### src/rtl/uart_pkg.sv
// Shared UART definitions: state encoding, default baud divisor, parity modes.
package uart_pkg;

  // Line-state encoding shared by receiver and transmitter.
  typedef enum logic [2:0] {
    ST_IDLE   = 3'd0,
    ST_START  = 3'd1,
    ST_DATA   = 3'd2,
    ST_PARITY = 3'd3,
    ST_STOP   = 3'd4,
    ST_BREAK  = 3'd5
  } uart_state_t;

  // 50 MHz system clock at 115200 baud.
  localparam int UART_CLKS_PER_BIT = 434;

  // Parity modes.
  localparam bit UART_PARITY_EVEN = 1'b0;
  localparam bit UART_PARITY_ODD  = 1'b1;

  // True when data bits plus received parity bit do not give the wanted parity.
  // Narrower data words are zero-extended by the caller, which leaves the XOR unchanged.
  function automatic logic parity_mismatch(input logic [7:0] data,
                                           input logic       par_bit,
                                           input logic       odd);
    return ((^data) ^ par_bit) != odd;
  endfunction

endpackage

### src/rtl/uart_rx_sync.sv
// Two-flop synchronizer for an asynchronous single-bit input, with a
// configurable reset value so an idle-high line does not look like a start bit.
module rx_sync #(
  parameter logic RESET_VAL = 1'b1
) (
  input  logic clk,
  input  logic asyncreset,
  input  logic d,
  output logic q
);

  logic meta;

  // Two-stage capture to settle metastability before the FSM sees the line.
  always_ff @(posedge clk or posedge asyncreset) begin
    if (asyncreset) begin
      meta <= RESET_VAL;
      q    <= RESET_VAL;
    end else begin
      meta <= d;
      q    <= meta;
    end
  end

endmodule

### src/rtl/uart_rx.sv
// UART receiver: mid-bit sampling of an async serial line, parallel hold
// register with valid/read handshake, framing/parity/overrun pulses.
//
// state     | meaning
// ----------+---------------------------------------------------------------
// ST_IDLE   | line idle, counter held at 0, waiting for a low level
// ST_START  | confirming start bit at half a bit time; high = glitch
// ST_DATA   | sampling DATA_BITS data bits, LSB first, at full bit time
// ST_PARITY | sampling parity bit; mismatch latched until completion
// ST_STOP   | sampling stop bit; high = frame done, low = framing error
// ST_BREAK  | line held low after a bad stop bit; wait for it to go high
module uart_rx
  import uart_pkg::*;
#(
  parameter int CLKS_PER_BIT = UART_CLKS_PER_BIT,
  parameter int DATA_BITS    = 8,
  parameter int PARITY_EN    = 0,
  parameter int PARITY_ODD   = 0
) (
  input  logic                 clk,
  input  logic                 asyncreset,
  input  logic                 rx_serial,
  input  logic                 rx_read,
  output logic [DATA_BITS-1:0] rx_data,
  output logic                 rx_valid,
  output logic                 frame_err,
  output logic                 parity_err,
  output logic                 overrun
);

  localparam int CW = $clog2(CLKS_PER_BIT);
  localparam int IW = $clog2(DATA_BITS);

  localparam logic [CW-1:0] HALF_CNT = CW'(CLKS_PER_BIT / 2 - 1);
  localparam logic [CW-1:0] FULL_CNT = CW'(CLKS_PER_BIT - 1);
  localparam logic [IW-1:0] LAST_IDX = IW'(DATA_BITS - 1);

  logic                 rxs;
  uart_state_t          state;
  logic [CW-1:0]        cnt;
  logic [IW-1:0]        bit_idx;
  logic [DATA_BITS-1:0] shreg;
  logic                 par_bad;
  logic                 done;

  rx_sync #(
    .RESET_VAL (1'b1)
  ) u_sync (
    .clk        (clk),
    .asyncreset (asyncreset),
    .d          (rx_serial),
    .q          (rxs)
  );

  // Frame FSM plus the hold register; completion is handled one cycle after
  // the good stop-bit sample so shreg and par_bad are already settled.
  always_ff @(posedge clk or posedge asyncreset) begin
    if (asyncreset) begin
      state      <= ST_IDLE;
      cnt        <= '0;
      bit_idx    <= '0;
      shreg      <= '0;
      par_bad    <= 1'b0;
      done       <= 1'b0;
      rx_data    <= '0;
      rx_valid   <= 1'b0;
      frame_err  <= 1'b0;
      parity_err <= 1'b0;
      overrun    <= 1'b0;
    end else begin
      frame_err  <= 1'b0;
      parity_err <= 1'b0;
      overrun    <= 1'b0;
      done       <= 1'b0;

      // Hold-register update. A read in the same cycle as a good completion
      // frees the register, so the new byte loads instead of overrunning.
      if (done) begin
        if (par_bad) begin
          parity_err <= 1'b1;
          if (rx_read) begin
            rx_valid <= 1'b0;
          end
        end else if (rx_valid && !rx_read) begin
          overrun <= 1'b1;
        end else begin
          rx_data  <= shreg;
          rx_valid <= 1'b1;
        end
      end else if (rx_read) begin
        rx_valid <= 1'b0;
      end

      case (state)
        ST_IDLE: begin
          cnt <= '0;
          if (!rxs) begin
            state <= ST_START;
          end
        end

        ST_START: begin
          if (cnt == HALF_CNT) begin
            cnt <= '0;
            if (!rxs) begin
              state   <= ST_DATA;
              bit_idx <= '0;
              par_bad <= 1'b0;
            end else begin
              state <= ST_IDLE;
            end
          end else begin
            cnt <= cnt + 1'b1;
          end
        end

        ST_DATA: begin
          if (cnt == FULL_CNT) begin
            cnt   <= '0;
            shreg <= {rxs, shreg[DATA_BITS-1:1]};
            if (bit_idx == LAST_IDX) begin
              bit_idx <= '0;
              state   <= (PARITY_EN != 0) ? ST_PARITY : ST_STOP;
            end else begin
              bit_idx <= bit_idx + 1'b1;
            end
          end else begin
            cnt <= cnt + 1'b1;
          end
        end

        ST_PARITY: begin
          if (cnt == FULL_CNT) begin
            cnt     <= '0;
            par_bad <= parity_mismatch(8'(shreg), rxs, PARITY_ODD != 0);
            state   <= ST_STOP;
          end else begin
            cnt <= cnt + 1'b1;
          end
        end

        ST_STOP: begin
          if (cnt == FULL_CNT) begin
            cnt <= '0;
            if (rxs) begin
              done  <= 1'b1;
              state <= ST_IDLE;
            end else begin
              frame_err <= 1'b1;
              state     <= ST_BREAK;
            end
          end else begin
            cnt <= cnt + 1'b1;
          end
        end

        ST_BREAK: begin
          cnt <= '0;
          if (rxs) begin
            state <= ST_IDLE;
          end
        end

        default: begin
          cnt   <= '0;
          state <= ST_IDLE;
        end
      endcase
    end
  end

endmodule

### config.mk
export PLATFORM = sky130hd
export DESIGN_NAME = uart_rx
export DESIGN_NICKNAME = d
export VERILOG_FILES = /design/src/rtl/uart_pkg.sv /design/src/rtl/uart_rx_sync.sv /design/src/rtl/uart_rx.sv
export SDC_FILE = /design/constraint.sdc
export NUM_CORES = 1
export LEC_CHECK = 0
export ABC_AREA = 1
export CAP_MARGIN = 15
export CORE_ASPECT_RATIO = 1.5
export CORE_MARGIN = 1
export CORE_UTILIZATION = 52
export DETAILED_ROUTE_END_ITERATION = 10
export PLACE_DENSITY_LB_ADDON = 0.12
export SYNTH_ARGS = -nofsm -noshare
export SYNTH_HDL_FRONTEND = slang
export SYNTH_SLANG_ARGS = --single-unit
### constraint.sdc
create_clock -name clk -period 1.3 [get_ports clk]
set_input_delay 0.26 -clock clk [delete_from_list [all_inputs] [get_ports clk]]
set_output_delay 0.26 -clock clk [all_outputs]
set_load 0.01 [all_outputs]
==> results of run 1 <==
[routing by layer]
layer | track usage | part of all wire | wire length, um | up-vias
met5 | 0 | 0 | 0 | -
met4 | 0.137 | 0.027 | 110 | 0
met3 | 0.0562 | 0.026 | 108 | 11
met2 | 0.435 | 0.55 | 2270 | 21
met1 | 0.221 | 0.40 | 1650 | 776
li1 | - | - | - | 855
[cell type report]
type / count / area, um2 / share of cell area
clock buffer: 6 / 82.6 / 0.0318
clock inverter: 2 / 35.0 / 0.0135
multi-input combinational: 172 / 966 / 0.372
inverter: 31 / 119 / 0.0457
timing repair buffer: 37 / 363 / 0.140
sequential: 39 / 980 / 0.377
tap: 43 / 53.8 / 0.0207
[flip-flops by register name (all words and copies together), names as in the netlist]
register,flops
parity_err,1
cnt,9
state,3
u_sync.q,1
frame_err,1
done,1
bit_idx,3
rx_data,8
rx_valid,1
u_sync.meta,1
overrun,1
shreg,8
par_bad,1
[what timing repair did]
item | CTS | global route
cloned | 0 | 1
setup buffers | 1 | 1
resized for setup | 19 | 19
setup endpoints to repair | 37 | 26
pin swaps | 2 | 2
[metrics by stage]
step / TNS [ns] / instance area, um2 / std cells / utilization
6_report: -2.77 / 2600 / 330 / 0.706
5_1_grt: -5.17 / 2600 / 330 / 0.706
4_1_cts: -2.41 / 2500 / 329 / 0.680
3_5_place_dp: -2.63 / 2380 / 320 / 0.647
3_3_place_gp: -2.19 / 2380 / 320 / 0.647
2_1_floorplan: -0.300 / 2010 / 244 / -
[how the worst min path moves through the flow]
stage / depth (start not counted) / endpoint / slack [ns]
2_1_floorplan: 0 / u_sync.meta / 0.26
3_5_place_dp: 0 / u_sync.q / 0.35
4_1_cts: 3 / shreg[2] / 0.32
5_1_grt: 3 / shreg[7] / 0.33
6_report: 3 / shreg[2] / 0.32
3_3_place_gp: 0 / u_sync.q / 0.35
[cells by family (layout without fill, tap and decap cells)]
kind of cell / after synthesis / after routing / share of synthesized area
simple gates: 133 / 133 / 0.318
flops: 39 / 39 / 0.488
buf+inv: 33 / 76 / 0.0668
compound gates: 32 / 32 / 0.0868
fa+ha+maj: 5 / 5 / 0.0312
xor+xnor: 2 / 2 / 0.00874
[worst register-to-register path: stages, from the launching register on]
cell and delay [ns]:
dfrtp_1 0.39, inv_2 0.10, ha_4 0.14, nand2_4 0.05, nor2_4 0.10, nand3_4 0.14
nor2_8 0.18, clkbuf_16 0.18, nand2_4 0.04, o21ai_1 0.08
[report_power, final]
part,internal [uW],total (uW),switching (uW)
logic,23.5,59.1,35.6
registers,1220,1220,2.83
clock network,621,1050,434
total,1860,2330,472
[layout by cell type, fill, tap and decap left out, drive strengths merged, types with 2 or more instances in the layout]
cell,instances
inv,31
clkbuf,7
buf,21
nor2,23
dfstp,2
dfrtp,37
clkdlybuf4s50,3
a21oi,4
ha,5
nand3,12
nor3,9
o21ai,27
nand2,87
dlygate4sd2,12
==> impl_metrics.csv, run 1 <==
group,metric,value,unit
setup_path,crit_family,"simple AND/OR/NAND/NOR gates",
min_path,hold_path_class,"in -> async",
final_layout,layout.nets,295,
sta,setup_viol,25,
route,drt_iter0_drc,35,
synthesis,ys_ff_latch,39,
grt,antenna_found_initial,0,
setup_path,crit_required,1.52,ns
synthesis,syn_inst,244,
floorplanning,core,3680,um2
route,ant_nets,0,
synthesis,synthDistinctLibCells,28,
place,gp_congestion,0.806,
setup_path,crit_path_end,"shreg[2]",
clocking,cts_root_buf,"clkbuf_8",
clocking,clkTransAtPathRegs,0.08,ns
floorplanning,chipWidth,52.7,um
place,io_buffer_count,15,
synthesis,synthFlopType,"dfrtp_1",
pwr,leakage,0.00135,uW
setup_path,path_max_fanout,6,
route,drcViolationCount,0,
grt,grt_overflow,0,
sta,slew_violations,0,
sta,finalHoldViolCount,0,
setup_path,crit_chain,"inv_2 -> ha_4 -> nand2_4 -> nor2_4 -> nand3_4 -> nor2_8 -> clkbuf_16 -> nand2_4 -> o21ai_1",
final_layout,drive_gt1_frac,0.254,
sta,fin_ws,-0.171,ns
route,wire_per_inst,12.5,um
synthesis,synth_common_cells,"nand2_1 (81), dfrtp_1 (37), inv_1 (23)",
synthesis,synth_top_cell_by_area,"dfrtp_1",
run,cap_violations,0,
clocking,htreeDepth,2,
setup_path,startpoint_type,"flop",
synthesis,synth-edff-count,0,
floorplanning,start_util,0.544,
route,routed_wl,4140,um
synthesis,yosys-top-cells-area,"dfrtp_1 (46%), nand2_1 (15%), inv_1 (4.3%)",
setup_path,slowest_stage,"dfrtp_1",
grt,grt_pass1_vias,1751,
synthesis,avgSynthCellArea,8.21,um2
floorplanning,rows,27,
synthesis,syn_nets,253,
place,dp_slack,-0.140,ns
setup_path,crit_buf_inv,2,
synthesis,yosysWarnings,0,
setup_path,crit_top_cell,"nand2_4",
clocking,numCtsBuffers,5,
grt,grt_max_degree,40,
place,dpl.hpwl,2950,um
status,status,"finished with violations",
setup_path,reg2regPathDepth,9,
route,drt-pass1-iter-count,4,
sta,finalCritPeriodShare,1.13,
route,viasPerCell,5.04,
clocking,clk_latency,0.30,ns
pwr,power.density,898,nW/um2
setup_path,crit_arrival,1.70,ns
setup_path,startpoint,"cnt[1]",
setup_path,end_kind,"flop",
final_layout,antennaDiodeCount,0,
final_layout,nFillCells,303,
synthesis,synth_area,2000,um2
sta,tightest_slew,0.305,ns
setup_path,reg2reg_from,"cnt[1]",
clocking,cts_num_sinks,39,
setup_path,timing.rr.end,"shreg[2]",
setup_path,r2r_setup_slack,-0.17,ns
synthesis,synth-seq-area-share,0.488,
floorplanning,die_area,4110,um2
clocking,tritoncts,"built",
floorplanning,die_h,78.0,um
setup_path,critPathKind,"reg -> reg",
setup_path,slowest_delay,0.39,ns
sta,slew_headroom,0.795,
synthesis,async_reset_ff_frac,1.00,
status,violations,"setup timing",
pwr,ir_drop,989,uV
clocking,ctsHoldBuffers,0,
grt,track_usage,0.236,
synthesis,yosysTopAreaCellShare,0.462,
clocking,cts_buffer_depth,2,
sta,worst_clock_skew,0.00817,ns
sta,rsz0062_at_grt,"yes",
sta,finalCriticalPeriod,1.47,ns
sta,achievable-frequency,680,MHz
synthesis,yosysMostFrequentCell,"nand2_1",
grt,grt_pass1_wl,7040,um
final_layout,area.growth.synth_to_final,29.7,%
setup_path,crit_cells,9,
sta,hold_ws,0.317,ns
floorplanning,boundaryPins,16,
route,vias,1663,
pwr,p_total,2330,uW
(Power assumes the default switching activity.)
==> inputs of run 2 (changes only) <==
Settings changed: CORE_UTILIZATION 52 to 62, HOLD_SLACK_MARGIN from default to 0.03.
Clock period 1.3 ns to 1.8 ns, I/O delays scaled along.
==> run 2 against run 1 <==
Against the previous run: the run now ends clean; via count decreased by 3.8%; final cell count decreased by 7.6%; non-clock buffer count decreased by 21; worst hold slack improved by 0.031 ns; register-to-register slack improved by 0.44 ns; worst setup slack improved by 0.39 ns; die area decreased by 16%; sequential power decreased by 28%; sequential cell count unchanged; cell area decreased by 11%; combinational power decreased by 40%; critical path type is now reg -> out; critical endpoint is now rx_data[4].
==> impl_metrics.csv, run 2 (synthesized netlist as in run 1, its figures left out) <==
group,metric,value,unit
status,status,"finished, final reports clean",
setup_path,crit_buf_inv,1,
final_layout,layout.nets,274,
sta,slew_headroom,0.732,
route,drt_iter0_drc,46,
setup_path,path_max_fanout,2,
final_layout,final_cell_mix,"nand2_1 (81), dfrtp_1 (37), inv_1 (23)",
clocking,cts_buffer_depth,2,
sta,finalHoldViolCount,0,
clocking,cts_resized,0,
clocking,tritoncts,"built",
clocking,cts_root_buf,"clkbuf_8",
final_layout,drive_gt1_frac,0.147,
clocking,clk_latency,0.30,ns
clocking,cts_setup_buffers,0,
grt,track_usage,0.242,
route,wire_per_inst,11.5,um
clocking,cts_num_sinks,39,
clocking,clkTransAtPathRegs,0.08,ns
sta,finalCritPeriodShare,0.879,
floorplanning,rows,24,
final_layout,area.growth.synth_to_final,15.4,%
place,dpl_cell_area,2210,um2
final_layout,fin_area,2310,um2
sta,worst_clock_skew,0.0125,ns
clocking,htreeDepth,2,
sta,hold_ws,0.348,ns
min_path,worstHoldStart,"u_sync.meta",
route,drt-pass1-iter-count,4,
setup_path,reg2reg_from,"cnt[1]",
sta,achievable-frequency,632,MHz
setup_path,critPathKind,"reg -> out",
pwr,leakage,0.00112,uW
clocking,ctsHoldBuffers,0,
setup_path,end_kind,"output pin",
setup_path,crit_required,1.44,ns
sta,setup_viol,0,
floorplanning,die_area,3470,um2
final_layout,largest_register,"cnt",
floorplanning,start_util,0.667,
route,viasPerCell,5.24,
floorplanning,core,3000,um2
sta,tightest_slew,0.401,ns
final_layout,largestRegisters,"cnt: 9 flops, rx_data: 8 flops, shreg: 8 flops",
route,ant_nets,0,
setup_path,crit_arrival,1.22,ns
place,dp_slack,0.196,ns
grt,grt_pass1_wl,6370,um
grt,antenna_found_initial,0,
sta,slew_violations,0,
final_layout,final_util,0.770,
route,drcViolationCount,0,
route,routed_wl,3520,um
setup_path,crit_family,"buffers and inverters",
floorplanning,die_h,71.6,um
route,vias,1599,
grt,grt_max_degree,40,
pwr,ir_drop,627,uV
sta,fin_ws,0.217,ns
setup_path,slowest_stage,"clkdlybuf4s50_1",
sta,rsz0062_at_grt,"no",
min_path,whs_path_depth,0,
floorplanning,chipWidth,48.4,um
sta,finalCriticalPeriod,1.58,ns
min_path,min_to,"u_sync.q",
grt,grt_overflow,0,
place,io_buffer_count,15,
final_layout,layout_commonest_cell,"nand2_1",
setup_path,reg2regPathDepth,8,
setup_path,startpoint_type,"flop",
run,cap_violations,0,
final_layout,largest_reg_flops,9,
setup_path,slowest_delay,0.55,ns
place,gp_congestion,0.864,
place,dpl.hpwl,2640,um
floorplanning,boundaryPins,16,
grt,grt_pass1_vias,1521,
setup_path,crit_chain,"clkdlybuf4s50_1",
clocking,numCtsBuffers,5,
setup_path,timing.rr.end,"bit_idx[1]",
min_path,hold_path_class,"reg -> reg",
sta,tns,0,ns
final_layout,antennaDiodeCount,0,
pwr,power.density,681,nW/um2
setup_path,r2r_setup_slack,0.27,ns
[run 2: cell count changes in the layout (fill, tap and decap cells not counted), moves of 3 or more]
cell,delta
clkdlybuf4s50_1,+12
o21ai_2,-4
buf_4,-16
dlygate4sd2_1,-12
nand2_4,-3
o21ai_0,+6
nand2_1,+3
[run 2: cell type report]
| cell class | instances | area, um2 |
|---|---|---|
| flip-flops and latches | 39 | 978 |
| multi-input cells | 172 | 892 |
| fillers | 216 | 691 |
| repair buffers | 16 | 170 |
| inverters | 31 | 119 |
| clock buffers | 7 | 96.3 |
| well taps | 39 | 48.8 |
| clock inverters | 1 | 7.51 |
[run 2: stage by stage]
step,std cells,power (uW)
6_report,305,1570
2_1_floorplan,244,918
4_1_cts,305,1590
5_1_grt,305,1620
3_3_place_gp,297,936
3_5_place_dp,297,937
[run 2: power by group]
| part | switching, uW | internal [uW] |
|---|---|---|
| clock network | 307 | 348 |
| logic | 22.7 | 12.9 |
| registers | 2.63 | 880 |
[run 2: how the worst max path moves through the flow]
stage,cells after the start,to,from,slack (ns)
6_report,1,rx_data[4],rx_data[4],0.22
5_1_grt,8,bit_idx[2],cnt[1],0.13
4_1_cts,1,rx_data[4],rx_data[4],0.21
3_5_place_dp,5,rx_data[4],rx_read,0.20
3_3_place_gp,6,rx_data[7],rx_read,0.30
2_1_floorplan,8,shreg[2],cnt[1],0.47
[run 2: metal layers]
metal / vias to the layer above / track usage / share of wire
met1: 749 / 0.287 / 0.43
met2: 28 / 0.415 / 0.52
met4: 0 / 0.118 / 0.018
li1: 813 / - / -
met5: - / 0 / 0
met3: 9 / 0.0531 / 0.034
